$ cat config.mk
export PLATFORM = sky130hd
export DESIGN_NAME = frame_buffer_reader_flat
export DESIGN_NICKNAME = d
export VERILOG_FILES = /design/src/rtl/frame_buffer_reader_if.sv /design/src/rtl/frame_buffer_reader.sv /design/src/flat_wrapper.sv
export SDC_FILE = /design/constraint.sdc
export NUM_CORES = 1
export LEC_CHECK = 0
export CORE_ASPECT_RATIO = 1.25
export CORE_MARGIN = 2
export CORE_UTILIZATION = 44
export DETAILED_ROUTE_END_ITERATION = 8
export PLACE_DENSITY = 0.61
export SKIP_CTS_REPAIR_TIMING = 1
export SYNTH_ARGS = -nofsm -noshare
export SYNTH_HDL_FRONTEND = slang
export SYNTH_SLANG_ARGS = --single-unit
export TNS_END_PERCENT = 100
$ cat constraint.sdc
create_clock -name i_clk -period 3.2 [get_ports i_clk]
set_clock_uncertainty 0.05 [all_clocks]
set_input_delay 0.64 -clock i_clk [delete_from_list [all_inputs] [get_ports i_clk]]
set_output_delay 0.64 -clock i_clk [all_outputs]
set_load 0.01 [all_outputs]
$ cat src/rtl/frame_buffer_reader_if.sv
// Pixel stream and SRAM read-port bundle for the frame buffer reader.
// The master side is the reader itself.
interface frame_buffer_reader_if;
  logic        pixel_req;
  logic [3:0]  pixel_idx;
  logic        pixel_valid;
  logic        underflow;
  logic        sram_req;
  logic        sram_grant;
  logic [15:0] sram_dq;
  logic        sram_oe_n;
  logic        sram_we_n;
  logic [19:0] sram_address;

  modport master (
    input  pixel_req, sram_grant, sram_dq,
    output pixel_idx, pixel_valid, underflow,
    output sram_req, sram_oe_n, sram_we_n, sram_address
  );

  modport slave (
    output pixel_req, sram_grant, sram_dq,
    input  pixel_idx, pixel_valid, underflow,
    input  sram_req, sram_oe_n, sram_we_n, sram_address
  );
endinterface

$ cat src/rtl/frame_buffer_reader.sv
// Streams the completed frame from SRAM into a word FIFO and unpacks 4-bit
// palette indices, four per 16-bit word, for the colour mapper.
module frame_buffer_reader #(
  parameter int          WIDTH       = 640,
  parameter int          HEIGHT      = 480,
  parameter logic [19:0] FRAME1_BASE = 20'h20000,
  parameter int          FIFO_DEPTH  = 8
) (
  input  logic i_clk,
  input  logic i_reset,
  input  logic i_en,
  input  logic i_even_frame,
  input  logic i_frame_start,
  frame_buffer_reader_if.master io_bus
);
  localparam int WORDS = WIDTH * HEIGHT / 4;
  localparam int AW    = $clog2(FIFO_DEPTH);

  typedef enum logic [2:0] {S_IDLE, S_REQ, S_ADDR, S_LATCH, S_DONE} state_t;

  state_t        r_state, w_next;
  logic          r_disp_frame;
  logic [16:0]   r_word_cnt;
  logic [15:0]   r_mem [FIFO_DEPTH];
  logic [AW-1:0] r_wr_ptr, r_rd_ptr;
  logic [AW:0]   r_count, w_count_nxt;
  logic [1:0]    r_sub;
  logic          r_underflow, r_sram_req, r_oe_n;
  logic [19:0]   r_addr;

  logic          w_push, w_pop, w_valid, w_last, w_req_nxt;
  logic [19:0]   w_base;
  logic [15:0]   w_head;

  assign w_valid = (r_count != '0);
  assign w_push  = (r_state == S_LATCH) && io_bus.sram_grant && !i_frame_start;
  assign w_pop   = io_bus.pixel_req && w_valid && (r_sub == 2'd3);
  assign w_last  = (r_word_cnt == 17'(WORDS - 1));
  assign w_base  = r_disp_frame ? FRAME1_BASE : 20'h0;
  assign w_head  = r_mem[r_rd_ptr];

  always_comb begin
    w_count_nxt = r_count;
    if (i_frame_start)
      w_count_nxt = '0;
    else if (w_push && !w_pop)
      w_count_nxt = r_count + 1'b1;
    else if (w_pop && !w_push)
      w_count_nxt = r_count - 1'b1;
  end

  always_comb begin
    w_next = r_state;
    if (i_frame_start) begin
      w_next = S_REQ;
    end else begin
      case (r_state)
        S_REQ:   if (r_sram_req && io_bus.sram_grant && i_en) w_next = S_ADDR;
        S_ADDR:  w_next = io_bus.sram_grant ? S_LATCH : S_REQ;
        S_LATCH: w_next = (io_bus.sram_grant && w_last) ? S_DONE : S_REQ;
        default: w_next = r_state;
      endcase
    end
  end

  // Request is registered, so it is computed from the post-edge state and
  // count; a single read in flight can never overfill the FIFO.
  assign w_req_nxt = (w_next == S_ADDR) || (w_next == S_LATCH) ||
                     ((w_next == S_REQ) && i_en &&
                      (w_count_nxt < (AW+1)'(FIFO_DEPTH)));

  always_ff @(posedge i_clk) begin
    if (i_reset) begin
      r_state      <= S_IDLE;
      r_sram_req   <= 1'b0;
      r_oe_n       <= 1'b1;
      r_addr       <= '0;
      r_disp_frame <= 1'b0;
      r_word_cnt   <= '0;
      r_wr_ptr     <= '0;
      r_rd_ptr     <= '0;
      r_count      <= '0;
      r_sub        <= '0;
      r_underflow  <= 1'b0;
    end else begin
      r_state    <= w_next;
      r_sram_req <= w_req_nxt;
      r_oe_n     <= !((w_next == S_ADDR) || (w_next == S_LATCH));
      r_count    <= w_count_nxt;
      if (w_next == S_ADDR)
        r_addr <= w_base + {3'b000, r_word_cnt};
      if (i_frame_start) begin
        r_disp_frame <= ~i_even_frame;
        r_word_cnt   <= '0;
        r_wr_ptr     <= '0;
        r_rd_ptr     <= '0;
        r_sub        <= '0;
        r_underflow  <= 1'b0;
      end else begin
        if (w_push) begin
          r_wr_ptr   <= r_wr_ptr + 1'b1;
          r_word_cnt <= r_word_cnt + 1'b1;
        end
        if (io_bus.pixel_req && w_valid)
          r_sub <= r_sub + 1'b1;
        if (w_pop)
          r_rd_ptr <= r_rd_ptr + 1'b1;
        if (io_bus.pixel_req && !w_valid)
          r_underflow <= 1'b1;
      end
    end
  end

  always_ff @(posedge i_clk) begin
    if (w_push)
      r_mem[r_wr_ptr] <= io_bus.sram_dq;
  end

  assign io_bus.pixel_valid  = w_valid;
  assign io_bus.pixel_idx    = w_valid ? w_head[{r_sub, 2'b00} +: 4] : 4'h0;
  assign io_bus.underflow    = r_underflow;
  assign io_bus.sram_req     = r_sram_req;
  assign io_bus.sram_oe_n    = r_oe_n;
  assign io_bus.sram_we_n    = 1'b1;
  assign io_bus.sram_address = r_addr;
endmodule

$ cat src/flat_wrapper.sv
// flat-port wrapper written by rule: the top's interface ports become plain ports
module frame_buffer_reader_flat 
#(
  parameter int          WIDTH       = 640,
  parameter int          HEIGHT      = 480,
  parameter logic [19:0] FRAME1_BASE = 20'h20000,
  parameter int          FIFO_DEPTH  = 8
)
  (i_clk, i_reset, i_en, i_even_frame, i_frame_start, io_bus_pixel_req, io_bus_sram_grant, io_bus_sram_dq, io_bus_pixel_idx, io_bus_pixel_valid, io_bus_underflow, io_bus_sram_req, io_bus_sram_oe_n, io_bus_sram_we_n, io_bus_sram_address);
  frame_buffer_reader_if io_bus_i ();
  input  logic i_clk;
  input  logic i_reset;
  input  logic i_en;
  input  logic i_even_frame;
  input  logic i_frame_start;
  input wire logic [$bits(io_bus_i.pixel_req)-1:0] io_bus_pixel_req;
  input wire logic [$bits(io_bus_i.sram_grant)-1:0] io_bus_sram_grant;
  input wire logic [$bits(io_bus_i.sram_dq)-1:0] io_bus_sram_dq;
  output wire logic [$bits(io_bus_i.pixel_idx)-1:0] io_bus_pixel_idx;
  output wire logic [$bits(io_bus_i.pixel_valid)-1:0] io_bus_pixel_valid;
  output wire logic [$bits(io_bus_i.underflow)-1:0] io_bus_underflow;
  output wire logic [$bits(io_bus_i.sram_req)-1:0] io_bus_sram_req;
  output wire logic [$bits(io_bus_i.sram_oe_n)-1:0] io_bus_sram_oe_n;
  output wire logic [$bits(io_bus_i.sram_we_n)-1:0] io_bus_sram_we_n;
  output wire logic [$bits(io_bus_i.sram_address)-1:0] io_bus_sram_address;
  assign io_bus_i.pixel_req = io_bus_pixel_req;
  assign io_bus_i.sram_grant = io_bus_sram_grant;
  assign io_bus_i.sram_dq = io_bus_sram_dq;
  assign io_bus_pixel_idx = io_bus_i.pixel_idx;
  assign io_bus_pixel_valid = io_bus_i.pixel_valid;
  assign io_bus_underflow = io_bus_i.underflow;
  assign io_bus_sram_req = io_bus_i.sram_req;
  assign io_bus_sram_oe_n = io_bus_i.sram_oe_n;
  assign io_bus_sram_we_n = io_bus_i.sram_we_n;
  assign io_bus_sram_address = io_bus_i.sram_address;
  frame_buffer_reader #(.WIDTH(WIDTH), .HEIGHT(HEIGHT), .FRAME1_BASE(FRAME1_BASE), .FIFO_DEPTH(FIFO_DEPTH)) u_core (.i_clk(i_clk), .i_reset(i_reset), .i_en(i_en), .i_even_frame(i_even_frame), .i_frame_start(i_frame_start), .io_bus(io_bus_i));
endmodule
==> results.sh <==
export IMPL_synth_area_leaders="sky130_fd_sc_hd__edfxtp_1 (52%), sky130_fd_sc_hd__dfxtp_1 (15%), sky130_fd_sc_hd__mux4_1 (7.1%)"
export IMPL_synth_xor_xnor_area_share_pct=2.60
export IMPL_detail_route_vias_per_cell=5.39
export IMPL_grt_total_usage_pct=16.8
export IMPL_area_taken_by_multi_input_logic_gates_um2=2290
export IMPL_effective_utilization_at_floorplan_pct=44.6
export IMPL_post_synth_fa_ha_maj_area_fraction_pct=1.35
export IMPL_setup_violations=2
export IMPL_post_synth_simple_gate_area_pct=8.77
export IMPL_detailedRoute_firstIterationViolations=250
export IMPL_pin_count=52
export IMPL_max_clock_path_buffers=2
export IMPL_drt_pre_antenna_iters=5
export IMPL_postSynthCellCount=470
export IMPL_yosysTopAreaCellShare_pct=51.8
export IMPL_irDropWorstVdd_uv=258
export IMPL_timing_fmax_mhz=309
export IMPL_maxCapViolCount=0
export IMPL_grt_ovfl_total=0
export IMPL_routabilityCongestion=0.737
export IMPL_worst_path_arrival_ps=2550
export IMPL_timing_worst_slew_pin_value_ps=665
export IMPL_post_place_cells=747
export IMPL_syn_mean_instance_area_um2=15.8
export IMPL_synth_area_leader_cell="sky130_fd_sc_hd__edfxtp_1"
export IMPL_postPlaceCellArea_um2=8320
export IMPL_h_tree_depth=4
export IMPL_core_region_area_um2=16600
export IMPL_cts_inserted_buffers=17
export IMPL_drt_wirelength_per_cell_um=18.4
export IMPL_detail_route_wirelength_um=14500
export IMPL_stdcell_count=792
export IMPL_worst_slew_margin_rel_pct=55.7
export IMPL_worst_hold_path_cell_count=2
export IMPL_timing_setup_critical_path_class="flip-flop to output pin"
export IMPL_post_synth_most_frequent_cells="sky130_fd_sc_hd__edfxtp_1 (128), sky130_fd_sc_hd__dfxtp_1 (57), sky130_fd_sc_hd__nor2_1 (57)"
export IMPL_worst_ep_required_time_ps=2510
export IMPL_root_buffer="sky130_fd_sc_hd__clkbuf_16"
export IMPL_synth_most_common_cell="sky130_fd_sc_hd__edfxtp_1"
export IMPL_layout_area_overhead_vs_synth_pct=20.9
export IMPL_route_vias_total=4269
export IMPL_postRouteAntennaNets=0
export IMPL_worst_setup_path_start_kind="flip-flop"
export IMPL_clk_latency_ps=420
export IMPL_first_global_vias=4193
export IMPL_cts_tree="done"
export IMPL_filler_cell_count=1344
export IMPL_worstPathMaxFanout=9
export IMPL_register_area_um2=4990
export IMPL_detail_route_drc_violations=0
export IMPL_cts_sinks=185
export IMPL_die_h_um=149
export IMPL_rsz0062_at_grt="yes"
export IMPL_grt_start_max_net_pins=34
export IMPL_timing_hold_worst_start="u_core.io_bus.sram_address[13]"
export IMPL_synth_ff_latch_count=185
export IMPL_final_cell_area_um2=8960
export IMPL_hold_viol=0
export IMPL_r2r_cells=11
export IMPL_synthesis_yosys_warnings=0
export IMPL_insertedDiodeCount=0
export IMPL_synth_cell_types=46
export IMPL_synth_compound_area_share_pct=2.61
export IMPL_drive_gt1_share_pct=18.7
export IMPL_die_area_um2=17900
export IMPL_place_hpwl_um=9510
export IMPL_synthFlopType="sky130_fd_sc_hd__edfxtp_1"
export IMPL_finalCriticalPeriod_ps=3240
export IMPL_post_synth_instance_area_um2=7420
export IMPL_row_count=53
export IMPL_leakagePower_nw=3.14
export IMPL_first_pass_grt_wire_length_um=22400
export IMPL_buffer_ports_inserted=48
export IMPL_critical_path_reg2reg_startpoint="u_core.r_count[0]"
export IMPL_cts_reportedPaths_clkPinSlew_ps=60
export IMPL_main_combinational_cell_family_by_area_after_synthesis="multiplexers"
export IMPL_crit_path_end_kind="output pin"
export IMPL_final_setup_worst_slack_ps=-41.3
export IMPL_die_width_um=120
export IMPL_number_of_synthesized_flops_with_an_enable_pin=128
export IMPL_setup_tns_final_ps=-45.1
export IMPL_finalCritPeriodShare_pct=101
export IMPL_status="complete, but fails checks"
export IMPL_ys_seq_area_share_pct=67.2
export IMPL_nNetsFinal=592
export IMPL_pwr_density_cell_nw_per_um2=501
export IMPL_async_set_or_reset_register_ratio_after_synthesis_pct=0
export IMPL_failed_checks="setup timing"
export IMPL_grt_antenna_before_repair=0
export IMPL_synth_mux_area_fraction_pct=14.9
export IMPL_final_max_slew_violation_count=0
export IMPL_timing_hold_worst_class="flip-flop to flip-flop"
==> final timing paths <==
check,endpoint,slack [ps]
min,u_core.io_bus.sram_address[13],440
max reg2reg,u_core.io_bus.sram_req,600
max,io_bus_pixel_idx[0],-40
min reg2reg,u_core.io_bus.sram_address[13],440
==> layout make-up <==
type                    instances  area share, %
repair buffers                 94           9.59
clock buffers                  21           4.91
multi-input cells             255           25.6
flip-flops and latches        185           55.6
well taps                     220           3.07
clock inverters                 9          0.879
inverters                       8          0.335
==> per-layer routing <==
layer / part of all wire, % / up-vias / track usage (%)
met1: 43 / 2167 / 20.5
met2: 51 / 101 / 28.7
met5: 0 / - / 0
met3: 4.0 / 21 / 3.52
met4: 2.1 / 0 / 7.35
li1: - / 1980 / -
==> report_power, final <==
| group | switching [W] | internal [W] | total, W |
|---|---|---|---|
| combinational | 0.0000448 | 0.0000336 | 0.0000784 |
| clock | 0.000804 | 0.00105 | 0.00186 |
| sequential | 0.00000383 | 0.00256 | 0.00256 |
==> layout by cell type, fill, tap and decap left out, drive strengths merged, types with 7 or more instances in the layout <==
cell type and n:
edfxtp 128, nor2 57, dfxtp 57, buf 47, clkdlybuf4s50 44, mux4 35
mux2i 23, clkbuf 23, nand2 19, xor2 18, a21oi 11, nand3 9
nand4 9, inv 8, ha 8, nor2b 8, nor4 7
==> through the flow <==
step	util, %	power, W	hold slack, ps	setup WS [ps]
global route	53.9	0.00465	482	-122
CTS	53.1	0.00454	446	-338
floorplan	-	0.00263	404	-1.46
detailed placement	50.0	0.00269	429	119
finish	53.9	0.00450	444	-41.3
global placement	50.0	0.00269	427	139
==> logic make-up (layout without fill, tap and decap cells) <==
family / count (synthesis) / in the layout
DFF: 185 / 185
and+or+nand+nor: 132 / 132
muxes: 59 / 59
AOI/OAI and AO/OA: 31 / 31
buffers and inverters: 31 / 132
xor gates and xnor gates: 22 / 22
adders and majority gates: 8 / 8
other: 2 / 3
==> state kept, by name, summed over array words and instances, names as in the netlist, named ones only <==
| signal | cells |
|---|---|
| u_core.io_bus.sram_oe_n | 1 |
| u_core.r_mem | 128 |
| u_core.io_bus.sram_req | 1 |
| u_core.io_bus.sram_address | 18 |
| u_core.r_wr_ptr | 3 |
| u_core.r_word_cnt | 17 |
| u_core.r_rd_ptr | 3 |
| u_core.r_count | 4 |
| u_core.r_sub | 2 |
| u_core.r_state | 3 |
| u_core.io_bus.underflow | 1 |
| u_core.r_disp_frame | 1 |
==> worst max-delay path, cell delays in order (launching register included) <==
cell	delay, ps
sky130_fd_sc_hd__dfxtp_4	360
sky130_fd_sc_hd__buf_12	130
sky130_fd_sc_hd__buf_4	110
sky130_fd_sc_hd__buf_4	110
sky130_fd_sc_hd__mux4_1	530
sky130_fd_sc_hd__mux4_2	520
sky130_fd_sc_hd__nor2b_1	130
sky130_fd_sc_hd__nor4_1	70
sky130_fd_sc_hd__buf_2	170
(Power assumes the default switching activity.)
